## config.mk

```make
export PLATFORM = sky130hd
export DESIGN_NAME = apb_master
export DESIGN_NICKNAME = d
export VERILOG_FILES = /design/src/rtl/apb_master.sv
export SDC_FILE = /design/constraint.sdc
export NUM_CORES = 1
export LEC_CHECK = 0
export ABC_AREA = 1
export BUFFER_PORTS_ARGS = -buffer_cell sky130_fd_sc_hd__clkbuf_2
export CAP_MARGIN = 20
export CORE_ASPECT_RATIO = 0.7
export CORE_MARGIN = 2
export CORE_UTILIZATION = 40
export CTS_CLUSTER_SIZE = 40
export DETAILED_ROUTE_END_ITERATION = 7
export GPL_ROUTABILITY_DRIVEN = 1
export GPL_TIMING_DRIVEN = 0
export PLACE_DENSITY_LB_ADDON = 0.05
export SYNTH_ARGS = -nofsm -noshare
export SYNTH_HDL_FRONTEND = slang
export SYNTH_SLANG_ARGS = --single-unit
```

## constraint.sdc

```tcl
create_clock -name clk -period 2.31 [get_ports clk]
set_input_delay 0.462 -clock clk [delete_from_list [all_inputs] [get_ports clk]]
set_output_delay 0.462 -clock clk [all_outputs]
set_load 0.05 [all_outputs]
```

## src/rtl/apb_master.sv

```systemverilog
// APB requester: accepts one upstream request at a time and runs it as a single APB transfer.
// Optional ACCESS-phase timeout abort is built when APB_TIMEOUT_EN is defined.
module apb_master #(
    parameter int TO_CYCLES = 256
) (
    input  logic        clk,
    input  logic        rstn,
    input  logic        req_valid,
    output logic        req_ready,
    input  logic [31:0] req_addr,
    input  logic        req_write,
    input  logic [3:0]  req_strb,
    input  logic [31:0] req_wdata,
    output logic        rsp_valid,
    input  logic        rsp_ready,
    output logic [31:0] rsp_rdata,
    output logic        rsp_err,
    output logic        psel,
    output logic        penable,
    output logic        pwrite,
    output logic [31:0] paddr,
    output logic [3:0]  pstrb,
    output logic [31:0] pwdata,
    input  logic [31:0] prdata,
    input  logic        pslverr,
    input  logic        pready
);

    // state  | meaning
    // IDLE   | ready for a new upstream request
    // SETUP  | APB setup phase, psel=1 penable=0, one cycle
    // ACCESS | APB access phase, waiting for pready (or timeout)
    // RESP   | response held on rsp_* until rsp_ready
    typedef enum logic [1:0] {
        IDLE   = 2'd0,
        SETUP  = 2'd1,
        ACCESS = 2'd2,
        RESP   = 2'd3
    } state_t;

    state_t state;
    state_t state_nx;
    logic   accept;
    logic   done;
    logic   abort;

    assign done = (state == ACCESS) && pready;

`ifdef APB_TIMEOUT_EN
    localparam int CW = (TO_CYCLES > 1) ? $clog2(TO_CYCLES) : 1;
    localparam logic [CW-1:0] TO_LAST = CW'(TO_CYCLES - 1);

    logic [CW-1:0] to_cnt;

    // Completion has priority: abort only fires when pready is low.
    assign abort = (state == ACCESS) && !pready && (to_cnt == TO_LAST);

    always_ff @(posedge clk) begin
        if (!rstn) begin
            to_cnt <= '0;
        end else if (state == SETUP) begin
            to_cnt <= '0;
        end else if ((state == ACCESS) && !pready && !abort) begin
            to_cnt <= to_cnt + 1'b1;
        end
    end
`else
    assign abort = 1'b0;

    if (TO_CYCLES > 0) begin : g_no_timeout
    end
`endif

    always_ff @(posedge clk) begin
        if (!rstn) begin
            state <= IDLE;
        end else begin
            state <= state_nx;
        end
    end

    always_comb begin
        state_nx  = state;
        req_ready = 1'b0;
        psel      = 1'b0;
        penable   = 1'b0;
        rsp_valid = 1'b0;
        accept    = 1'b0;
        case (state)
            IDLE: begin
                req_ready = rstn;
                accept    = req_valid && rstn;
                if (accept) begin
                    state_nx = SETUP;
                end
            end
            SETUP: begin
                psel     = 1'b1;
                state_nx = ACCESS;
            end
            ACCESS: begin
                psel    = 1'b1;
                penable = 1'b1;
                if (done || abort) begin
                    state_nx = RESP;
                end
            end
            RESP: begin
                rsp_valid = 1'b1;
                if (rsp_ready) begin
                    state_nx = IDLE;
                end
            end
            default: state_nx = IDLE;
        endcase
    end

    // APB request fields are captured once at accept and held until the next accept.
    always_ff @(posedge clk) begin
        if (!rstn) begin
            paddr     <= '0;
            pwrite    <= 1'b0;
            pstrb     <= '0;
            pwdata    <= '0;
            rsp_rdata <= '0;
            rsp_err   <= 1'b0;
        end else begin
            if (accept) begin
                paddr  <= {req_addr[31:2], 2'b00};
                pwrite <= req_write;
                pstrb  <= req_write ? req_strb : 4'b0000;
                pwdata <= req_wdata;
            end
            if (done) begin
                rsp_rdata <= pwrite ? 32'h0 : prdata;
                rsp_err   <= pslverr;
            end else if (abort) begin
                rsp_rdata <= 32'h0;
                rsp_err   <= 1'b1;
            end
        end
    end

endmodule

```

==> flow_summary_export.csv, run 1 <==
group,metric,value,unit
power,vdd_drop_max,0.612,mV
floorplan,core_area,9070,um^2
placement,gp_congestion,0.761,
detailed_routing,met3_length,996,um
timing,fin_crit_sh,81.4,%
yosys,synth_edf_count,0,
detailed_routing,drtIter0Drc,162,
yosys,avgSynthCellArea,7.89,um^2
critical_path,reg2reg_depth,7,
clocking,cts_resized,0,
finish,drive_gt1_share,36.4,%
min_path,min_to,"paddr[11]",
detailed_routing,drtAntennaViolNets,0,
finish,syn2layout_area_growth,39.6,%
timing,rsz0062_at_grt,"no",
clocking,path_clk_slew,0.06,ns
timing,finalClockSkew,0.00445,ns
finish,fin_util,57.4,%
finish,antenna_cells,0,
floorplan,num_rows,29,
critical_path,endpoint_kind,"output pin",
detailed_routing,wl_met1,4330,um
flow_run,maxCapViolCount,0,
global_routing,antenna_found_initial,0,
timing,slew_viol_final,0,
floorplan,die-width,119,um
yosys,synth_common_cells,"nand2_1 (175), dfxtp_1 (102), nand3_1 (95)",
placement,hpwlAfterDp,8040,um
clocking,cts_root_buffer,"clkbuf_16",
yosys,postSynthCellCount,473,
clocking,clock_path_buffers,2,
detailed_routing,routedWlPerCell,12.7,um
yosys,async_reset_ff_share,0,%
power,power.leakage,2.75,nW
global_routing,grt-ovfl-total,0,
yosys,syn_area,3730,um^2
clocking,postCtsSetupRepairBufs,0,
clocking,clk_latency,0.34,ns
global_routing,grt_pass1_vias,3691,
detailed_routing,drt-pass1-iter-count,6,
timing,setup_violations,0,
min_path,hold_depth,3,
yosys,synth_flop_cell,"dfxtp_1",
outcome,status,"complete, no violations",
clocking,cts_max_level,3,
timing,max_freq,0.532,GHz
timing,hold_viol,0,
yosys,synth.most_common_cell,"nand2_1",
yosys,yosysSeqAreaShare,54.7,%
finish,instances_no_fill,821,
critical_path,arrival,1.42,ns
clocking,cts_buffers,9,
critical_path,reg2reg_from,"state[0]",
yosys,synth_largest_area_cell,"dfxtp_1",
detailed_routing,drc,0,
timing,fin_tns_setup,0,ns
finish,fillCellCount,891,
placement,placed_cell_area,4930,um^2
yosys,netlist.area_leader.share,54.7,%
timing,period_minus_slack,1.88,ns
yosys,synth-seq-cells,102,
critical_path,rrSetupSlack,0.79,ns
detailed_routing,via_count,3843,
floorplan,die_h,84.8,um
global_routing,grt_use_total,20.9,%
critical_path,path_max_fanout,10,
yosys,synthTopCellsByArea,"dfxtp_1 (55%), nand2_1 (18%), nand3_1 (13%), a21oi_1 (5.0%), buf_2 (2.4%)",
clocking,cts.sink_count,102,
critical_path,cp-start-kind,"input pin",
critical_path,crit_required,1.85,ns
global_routing,grt_first_pass_wirelength,17000,um
power,p_per_area,1140,nW/um^2
detailed_routing,vias_per_cell,4.68,
placement,dpl_worst_slack,0.414,ns
timing,setup_ws,0.431,ns
critical_path,critPathKind,"in -> out",
floorplan,start_util,41.1,%
finish,fin_nets,803,
detailed_routing,routed.top_layer,"met4",
clocking,tritoncts,"yes",
global_routing,grt_max_degree,16,
detailed_routing,drt_wl_total,10500,um
placement,port_buffers,207,
yosys,synthDistinctLibCells,18,
timing,hold_ws,0.313,ns
yosys,yosysWarnings,0,
placement,post-place-cells,805,
floorplan,die-area,10100,um^2
critical_path,rr_endpoint,"rsp_rdata[9]",
clocking,cts_hold_buf,0,
detailed_routing,wl_met2,4990,um
finish,stdcell_area,5210,um^2
power,total_power,5.96,mW
min_path,min_from,"req_addr[11]",
min_path,hold_class,"in -> reg",
floorplan,io_pins,213,
[per-layer routing]
layer / up-vias / track usage (%)
met1: 1731 / 25.0
met4: 0 / 6.20
met5: - / 0
met3: 11 / 7.86
li1: 1962 / -
met2: 139 / 35.4
[how the worst max path moves through the flow]
stage | from | to | slack [ns]
global route | state[0] | req_ready | 0.32
finish | rstn | req_ready | 0.43
CTS | rstn | req_ready | 0.40
global placement | rstn | req_ready | 0.40
detailed placement | rstn | req_ready | 0.41
floorplan | rstn | req_ready | 0.57
[final cells by class]
type | instances | area [um^2] | area share, %
Sequential cell | 102 | 2040 | 39.2
Multi-Input combinational cell | 323 | 1440 | 27.5
Timing Repair Buffer | 207 | 1040 | 19.9
Clock buffer | 12 | 236 | 4.54
Buffer | 35 | 206 | 3.96
Tap cell | 124 | 155 | 2.98
Inverter | 14 | 52.6 | 1.01
Clock inverter | 4 | 47.5 | 0.912
[logic make-up (layout without fill, tap and decap cells)]
kind of cell / after synthesis / after routing / synth area share (%)
AOI/OAI and AO/OA: 38 / 38 / 5.10
and+or+nand+nor: 279 / 279 / 31.8
buffers and inverters: 49 / 272 / 6.94
adders and majority gates: 4 / 4 / 1.34
DFF: 102 / 102 / 54.7
other: 1 / 2 / 0.100
[placed cells by master, fill, tap and decap left out]
cell type	count
nand4_1	2
nand3_4	1
ha_1	4
nand2_1	175
inv_2	3
conb_1	2
a21oi_1	37
dfxtp_1	102
nand3_1	95
buf_1	3
clkbuf_1	6
clkbuf_16	9
buf_2	18
clkinv_2	2
inv_1	11
clkinvlp_4	1
clkbuf_2	207
nor2_1	5
nor2_2	1
buf_4	8
buf_6	3
o21ai_0	1
bufinv_16	1
[worst max-delay path, stage by stage]
cell and delay [ns]:
buf_4 0.13, buf_2 0.22, buf_4 0.21, nand2_1 0.06, inv_1 0.05, clkbuf_2 0.27
[power by group]
group / switching (mW) / internal, mW
Combinational: 1.74 / 0.544
Sequential: 0.153 / 2.05
Clock: 0.632 / 0.838
Total: 2.52 / 3.43
[sequential cells by signal (all words and copies together), names as in the netlist]
signal and flops:
paddr 30, pstrb 4, pwdata 32, pwrite 1, rsp_err 1, rsp_rdata 32, state 2
Power figures use the tool's default switching activity.
==> run 2, diff against run 1 <==
--- a/config.mk
+++ b/config.mk
@@ -5,7 +5,7 @@
 export SDC_FILE = /design/constraint.sdc
 export NUM_CORES = 1
 export LEC_CHECK = 0
-export ABC_AREA = 1
+export ABC_AREA = 0
 export BUFFER_PORTS_ARGS = -buffer_cell sky130_fd_sc_hd__clkbuf_2
 export CAP_MARGIN = 20
 export CORE_ASPECT_RATIO = 0.7
==> constraint.sdc (replaced) <==
create_clock -name clk -period 2 [get_ports clk]
set_input_delay 0.4 -clock clk [delete_from_list [all_inputs] [get_ports clk]]
set_output_delay 0.4 -clock clk [all_outputs]
set_load 0.05 [all_outputs]
==> flow_summary_export.csv, run 2 <==
group,metric,value,unit
global_routing,grt_use_total,20.9,%
detailed_routing,drtIter0Drc,182,
clocking,cts.sink_count,102,
clocking,clock_path_buffers,2,
clocking,cts_max_level,3,
placement,dpl_worst_slack,0.165,ns
timing,period_minus_slack,1.82,ns
yosys,synth-seq-cells,102,
yosys,yosysSeqAreaShare,52.4,%
yosys,synthDistinctLibCells,18,
placement,port_buffers,206,
yosys,synthTopCellsByArea,"dfxtp_1 (52%), nand2_1 (16%), nand3_1 (8.7%), a21boi_0 (7.3%), nand4b_1 (7.2%)",
timing,hold_viol,0,
yosys,synth.most_common_cell,"nand2_1",
timing,fin_crit_sh,90.9,%
finish,antenna_cells,0,
critical_path,cpPeakStageDelay,0.37,ns
yosys,synth_fa_ha_area_share,1.28,%
clocking,cts_resized,0,
global_routing,grt.met1_usage,27.2,%
timing,relSlewSlack,65.2,%
yosys,synth_flop_cell,"dfxtp_1",
clocking,cts_root_buffer,"clkbuf_16",
yosys,synth_largest_area_cell,"dfxtp_1",
critical_path,rrSetupSlack,0.27,ns
critical_path,path_max_fanout,10,
flow_run,maxCapViolCount,0,
clocking,postCtsSetupRepairBufs,0,
global_routing,grt_pass1_vias,3655,
detailed_routing,vias_per_cell,4.80,
placement,gp_congestion,0.777,
critical_path,slowest_stage,"clkbuf_1",
yosys,async_reset_ff_share,0,%
outcome,status,"complete, no violations",
floorplan,num_rows,30,
yosys,synth_edf_count,0,
detailed_routing,drt-pass1-iter-count,4,
global_routing,top_usage_layer,"met2",
timing,setup_violations,0,
global_routing,use_met2,32.7,%
finish,fin_nets,795,
finish,syn2layout_area_growth,38.1,%
min_path,hold_class,"in -> reg",
min_path,min_from,"req_addr[21]",
yosys,avgSynthCellArea,8.36,um^2
timing,setup_ws,0.182,ns
detailed_routing,drtAntennaViolNets,0,
finish,stdcell_area,5380,um^2
yosys,yosysWarnings,0,
power,total_power,7.09,mW
min_path,hold_depth,3,
min_path,min_to,"paddr[21]",
critical_path,rr_endpoint,"rsp_rdata[31]",
placement,hpwlAfterDp,8400,um
power,p_per_area,1320,nW/um^2
placement,placed_cell_area,5090,um^2
yosys,synth_common_cells,"nand2_1 (167), dfxtp_1 (102), nand3_1 (68)",
yosys,netlist.area_leader.share,52.4,%
timing,tightest_slew,0.522,ns
power,vdd_drop_max,0.628,mV
floorplan,core_area,9570,um^2
detailed_routing,drc,0,
power,power.leakage,2.70,nW
critical_path,cp-start-kind,"input pin",
yosys,synthSimpleGateAreaFrac,32.3,%
timing,max_freq,0.550,GHz
global_routing,antenna_found_initial,0,
detailed_routing,via_count,3919,
critical_path,crit_required,1.60,ns
global_routing,grt_first_pass_wirelength,17600,um
clocking,clk_latency,0.34,ns
clocking,cts_hold_buf,0,
clocking,cts_buffers,9,
critical_path,arrival,1.42,ns
finish,final_common_cell,"clkbuf_2",
global_routing,grt_util_met3,8.16,%
detailed_routing,drt_wl_total,11000,um
yosys,synth_xor_area_share,0,%
global_routing,grt-ovfl-total,0,
timing,finalClockSkew,0.00526,ns
floorplan,die_h,86.6,um
floorplan,io_pins,213,
yosys,synth-compound-area-share,7.70,%
critical_path,reg2reg_depth,6,
yosys,postSynthCellCount,466,
critical_path,path_cells,"buf_2 -> clkbuf_1 -> and2_1 -> clkbuf_2",
clocking,path_clk_slew,0.07,ns
yosys,syn_area,3900,um^2
finish,drive_gt1_share,35.0,%
clocking,tritoncts,"yes",
floorplan,die-width,122,um
finish,largestRegisters,"pwdata (32), rsp_rdata (32), paddr (30)",
critical_path,endpoint_kind,"output pin",
finish,most-common-layout-cells,"clkbuf_2 (206), nand2_1 (167), dfxtp_1 (102)",
critical_path,reg2reg_from,"state[0]",
global_routing,grt_max_degree,17,
timing,fin_tns_setup,0,ns
yosys,synth_top_family_by_area,"simple AND/OR/NAND/NOR gates",
timing,slew_viol_final,0,
yosys,muxShareOfSynthArea,0.514,%
critical_path,critPathKind,"in -> out",
timing,rsz0062_at_grt,"no",
floorplan,start_util,40.7,%
floorplan,die-area,10600,um^2
detailed_routing,routedWlPerCell,13.5,um
[run 2: cell types whose count changed after synthesis, sizes merged, moves of 11 or more]
| cell | before | now |
|---|---|---|
| a21boi | 0 | 38 |
| a21oi | 37 | 0 |
| buf | 32 | 21 |
| clkbuf | 3 | 22 |
| nand3 | 96 | 68 |
| nand4b | 0 | 32 |
[run 2: logic make-up after synthesis]
kind of cell | count (synthesis)
compound gates | 40
fa+ha+maj | 4
buf+inv | 48
flops | 102
mux | 2
other cells | 1
simple gates | 269
[run 2: cell type report]
| type | instances | area, um^2 |
|---|---|---|
| clock buffer | 9 | 225 |
| multi-input combinational | 317 | 1640 |
| clock inverter | 6 | 63.8 |
| sequential | 102 | 2040 |
| tap | 128 | 160 |
| buffer | 43 | 203 |
| fill | 992 | 4190 |
| inverter | 5 | 18.8 |
| timing repair buffer | 206 | 1030 |
[run 2: worst max path at each step]
stage | end | startpoint | slack, ns
5_1_grt | req_ready | rstn | 0.05
3_3_place_gp | req_ready | rstn | 0.16
3_5_place_dp | req_ready | rstn | 0.17
4_1_cts | req_ready | rstn | 0.16
2_1_floorplan | state[0] | state[0] | 0.24
6_report | req_ready | rstn | 0.18
[run 2: metal layers]
metal	up-vias	wire length, um
met3	12	1080
li1	1986	-
met4	0	125
met1	1766	4940
met5	-	0
met2	155	4900
[run 2: critical path, delay by kind of cell]
family | cells | cell delay (ns)
AND/OR/NAND/NOR | 1 | 0.19
buffers and inverters | 3 | 0.83
[run 2: through the flow]
| stage | hold slack, ns | cells | util [%] |
|---|---|---|---|
| after detailed placement | 0.447 | 801 | 53.2 |
| after global placement | 0.440 | 801 | 53.2 |
| final | 0.243 | 816 | 56.2 |
| after CTS | 0.230 | 816 | 56.2 |
| after global routing | 0.227 | 816 | 56.2 |
| after floorplan | 0.452 | 467 | - |
[run 2: where the power goes]
group | internal (mW) | switching (mW) | leakage (nW)
Clock | 0.960 | 0.737 | 0.137
Combinational | 0.649 | 2.15 | 1.73
Sequential | 2.40 | 0.192 | 0.833
Total | 4.01 | 3.08 | 2.70
==> run 3, diff against run 2 <==
--- a/config.mk
+++ b/config.mk
@@ -16,6 +16,7 @@
 export GPL_ROUTABILITY_DRIVEN = 1
 export GPL_TIMING_DRIVEN = 0
 export PLACE_DENSITY_LB_ADDON = 0.05
+export RECOVER_POWER = 100
 export SYNTH_ARGS = -nofsm -noshare
 export SYNTH_HDL_FRONTEND = slang
 export SYNTH_SLANG_ARGS = --single-unit
==> flow_summary_export.csv, run 3 (synthesis gave the netlist of run 2 again) <==
group,metric,value,unit
clocking,cts_hold_buf,0,
global_routing,grt_use_total,20.9,%
floorplan,die_h,86.6,um
power,power.leakage,2.35,nW
finish,register_area,2040,um^2
power,p_seq_share,37.0,%
finish,drive_gt1_share,20.1,%
clocking,cts_max_level,3,
power,switching_share,44.1,%
floorplan,start_util,40.7,%
detailed_routing,drt-pass1-iter-count,5,
finish,most-common-layout-cells,"nand2_1 (167), clkbuf_1 (126), clkbuf_2 (105)",
timing,slew_viol_final,0,
power,intPower,3.91,mW
placement,gp_congestion,0.777,
finish,fin_nets,795,
global_routing,grt-ovfl-total,0,
detailed_routing,vias_per_cell,4.83,
detailed_routing,via_count,3945,
placement,post-place-cells,801,
timing,setup_violations,0,
timing,rsz0062_at_grt,"no",
timing,relSlewSlack,55.9,%
timing,finalClockSkew,0.00707,ns
clocking,clock_path_buffers,2,
critical_path,slowest_stage,"clkbuf_1",
detailed_routing,drtAntennaViolNets,0,
detailed_routing,wl_met1,4950,um
detailed_routing,drt_wl_total,11100,um
floorplan,num_rows,30,
critical_path,cpPeakStageDelay,0.37,ns
critical_path,arrival,1.42,ns
timing,fin_tns_setup,0,ns
finish,fillCellCount,1022,
clocking,clk_latency,0.34,ns
floorplan,die-width,122,um
finish,instances_no_fill,816,
detailed_routing,routed.top_layer,"met4",
timing,tightest_slew,0.665,ns
power,comb_power_share,38.7,%
clocking,cts_root_buffer,"clkbuf_16",
detailed_routing,drc,0,
critical_path,cp-start-kind,"input pin",
finish,final_common_cell,"nand2_1",
critical_path,path_buf_inv,3,
critical_path,crit_required,1.60,ns
global_routing,antenna_found_initial,0,
power,p_per_area,1330,nW/um^2
placement,port_buffers,206,
flow_run,maxCapViolCount,0,
detailed_routing,drtIter0Drc,202,
clocking,cts.sink_count,102,
floorplan,core_area,9570,um^2
timing,setup_ws,0.182,ns
clocking,cts_buffers,9,
timing,fin_crit_sh,90.9,%
clocking,cts_resized,0,
placement,hpwlAfterDp,8400,um
global_routing,grt_first_pass_wirelength,17600,um
floorplan,io_pins,213,
floorplan,die-area,10600,um^2
min_path,hold_class,"in -> reg",
critical_path,crit_family,"buffers and inverters",
power,clkPwrFrac,24.3,%
finish,antenna_cells,0,
power,p_sw,3.08,mW
timing,hold_viol,0,
detailed_routing,routedWlPerCell,13.6,um
global_routing,grt_max_degree,17,
global_routing,grt_pass1_vias,3655,
outcome,status,"complete, no violations",
clocking,postCtsSetupRepairBufs,0,
detailed_routing,met3_length,1100,um
timing,period_minus_slack,1.82,ns
timing,max_freq,0.550,GHz
placement,dpl_worst_slack,0.165,ns
finish,largestRegisters,"pwdata (32), rsp_rdata (32), paddr (30)",
clocking,tritoncts,"yes",
detailed_routing,wl_met2,4920,um
finish,multiInputGateArea,1640,um^2
critical_path,critPathKind,"in -> out",
critical_path,path_cells,"buf_2 -> clkbuf_1 -> and2_0 -> clkbuf_2",
critical_path,path_max_fanout,10,
finish,syn2layout_area_growth,34.7,%
power,total_power,7.00,mW
power,vdd_drop_max,0.622,mV
timing,hold_ws,0.240,ns
clocking,path_clk_slew,0.07,ns
critical_path,endpoint_kind,"output pin",
run 3: worst register-to-register path: cells and delay by family, from the launching register on:
family / cells / cell delay [ns]
buffers and inverters: 4 / 0.91
flip-flops: 1 / 0.33
AND/OR/NAND/NOR: 3 / 0.29
adder cells (fa/ha/maj): 1 / 0.21
run 3: per-stage QoR:
| step | area (um^2) | util (%) |
|---|---|---|
| after floorplan | 3900 | - |
| after global placement | 5090 | 53.2 |
| after detailed placement | 5090 | 53.2 |
| after CTS | 5380 | 56.2 |
| after global routing | 5250 | 54.8 |
| final | 5250 | 54.8 |
run 3: cell type report:
| class | count | share of cell area (%) |
|---|---|---|
| clock buffers | 9 | 4.29 |
| clock inverters | 6 | 1.22 |
| flip-flops and latches | 102 | 38.9 |
| repair buffers | 206 | 17.2 |
| well taps | 128 | 3.05 |
| inverters | 5 | 0.357 |
| multi-input cells | 317 | 31.2 |
| plain buffers | 43 | 3.77 |
run 3: power by group through the flow:
stage	combinational (mW)	sequential, mW	clock [mW]
floorplan	0.917	3.80	0
global placement	2.78	2.62	0
detailed placement	2.81	2.63	0
CTS	2.82	2.59	1.75
global route	2.91	2.63	1.84
finish	2.71	2.59	1.70
run 3: final timing paths:
path | from | endpoint | slack [ns] | cells after the start
max reg2reg | state[0] | pwdata[11] | 0.22 | 8
min reg2reg | pwdata[4] | pwdata[4] | 0.45 | 2
min | req_addr[21] | paddr[21] | 0.24 | 3
max | rstn | req_ready | 0.18 | 4
run 3: metal layers:
metal	vias to the layer above	global-route usage, %
met5	-	0
met4	0	5.33
met3	12	8.16
met2	149	32.7
met1	1802	27.2
li1	1982	-
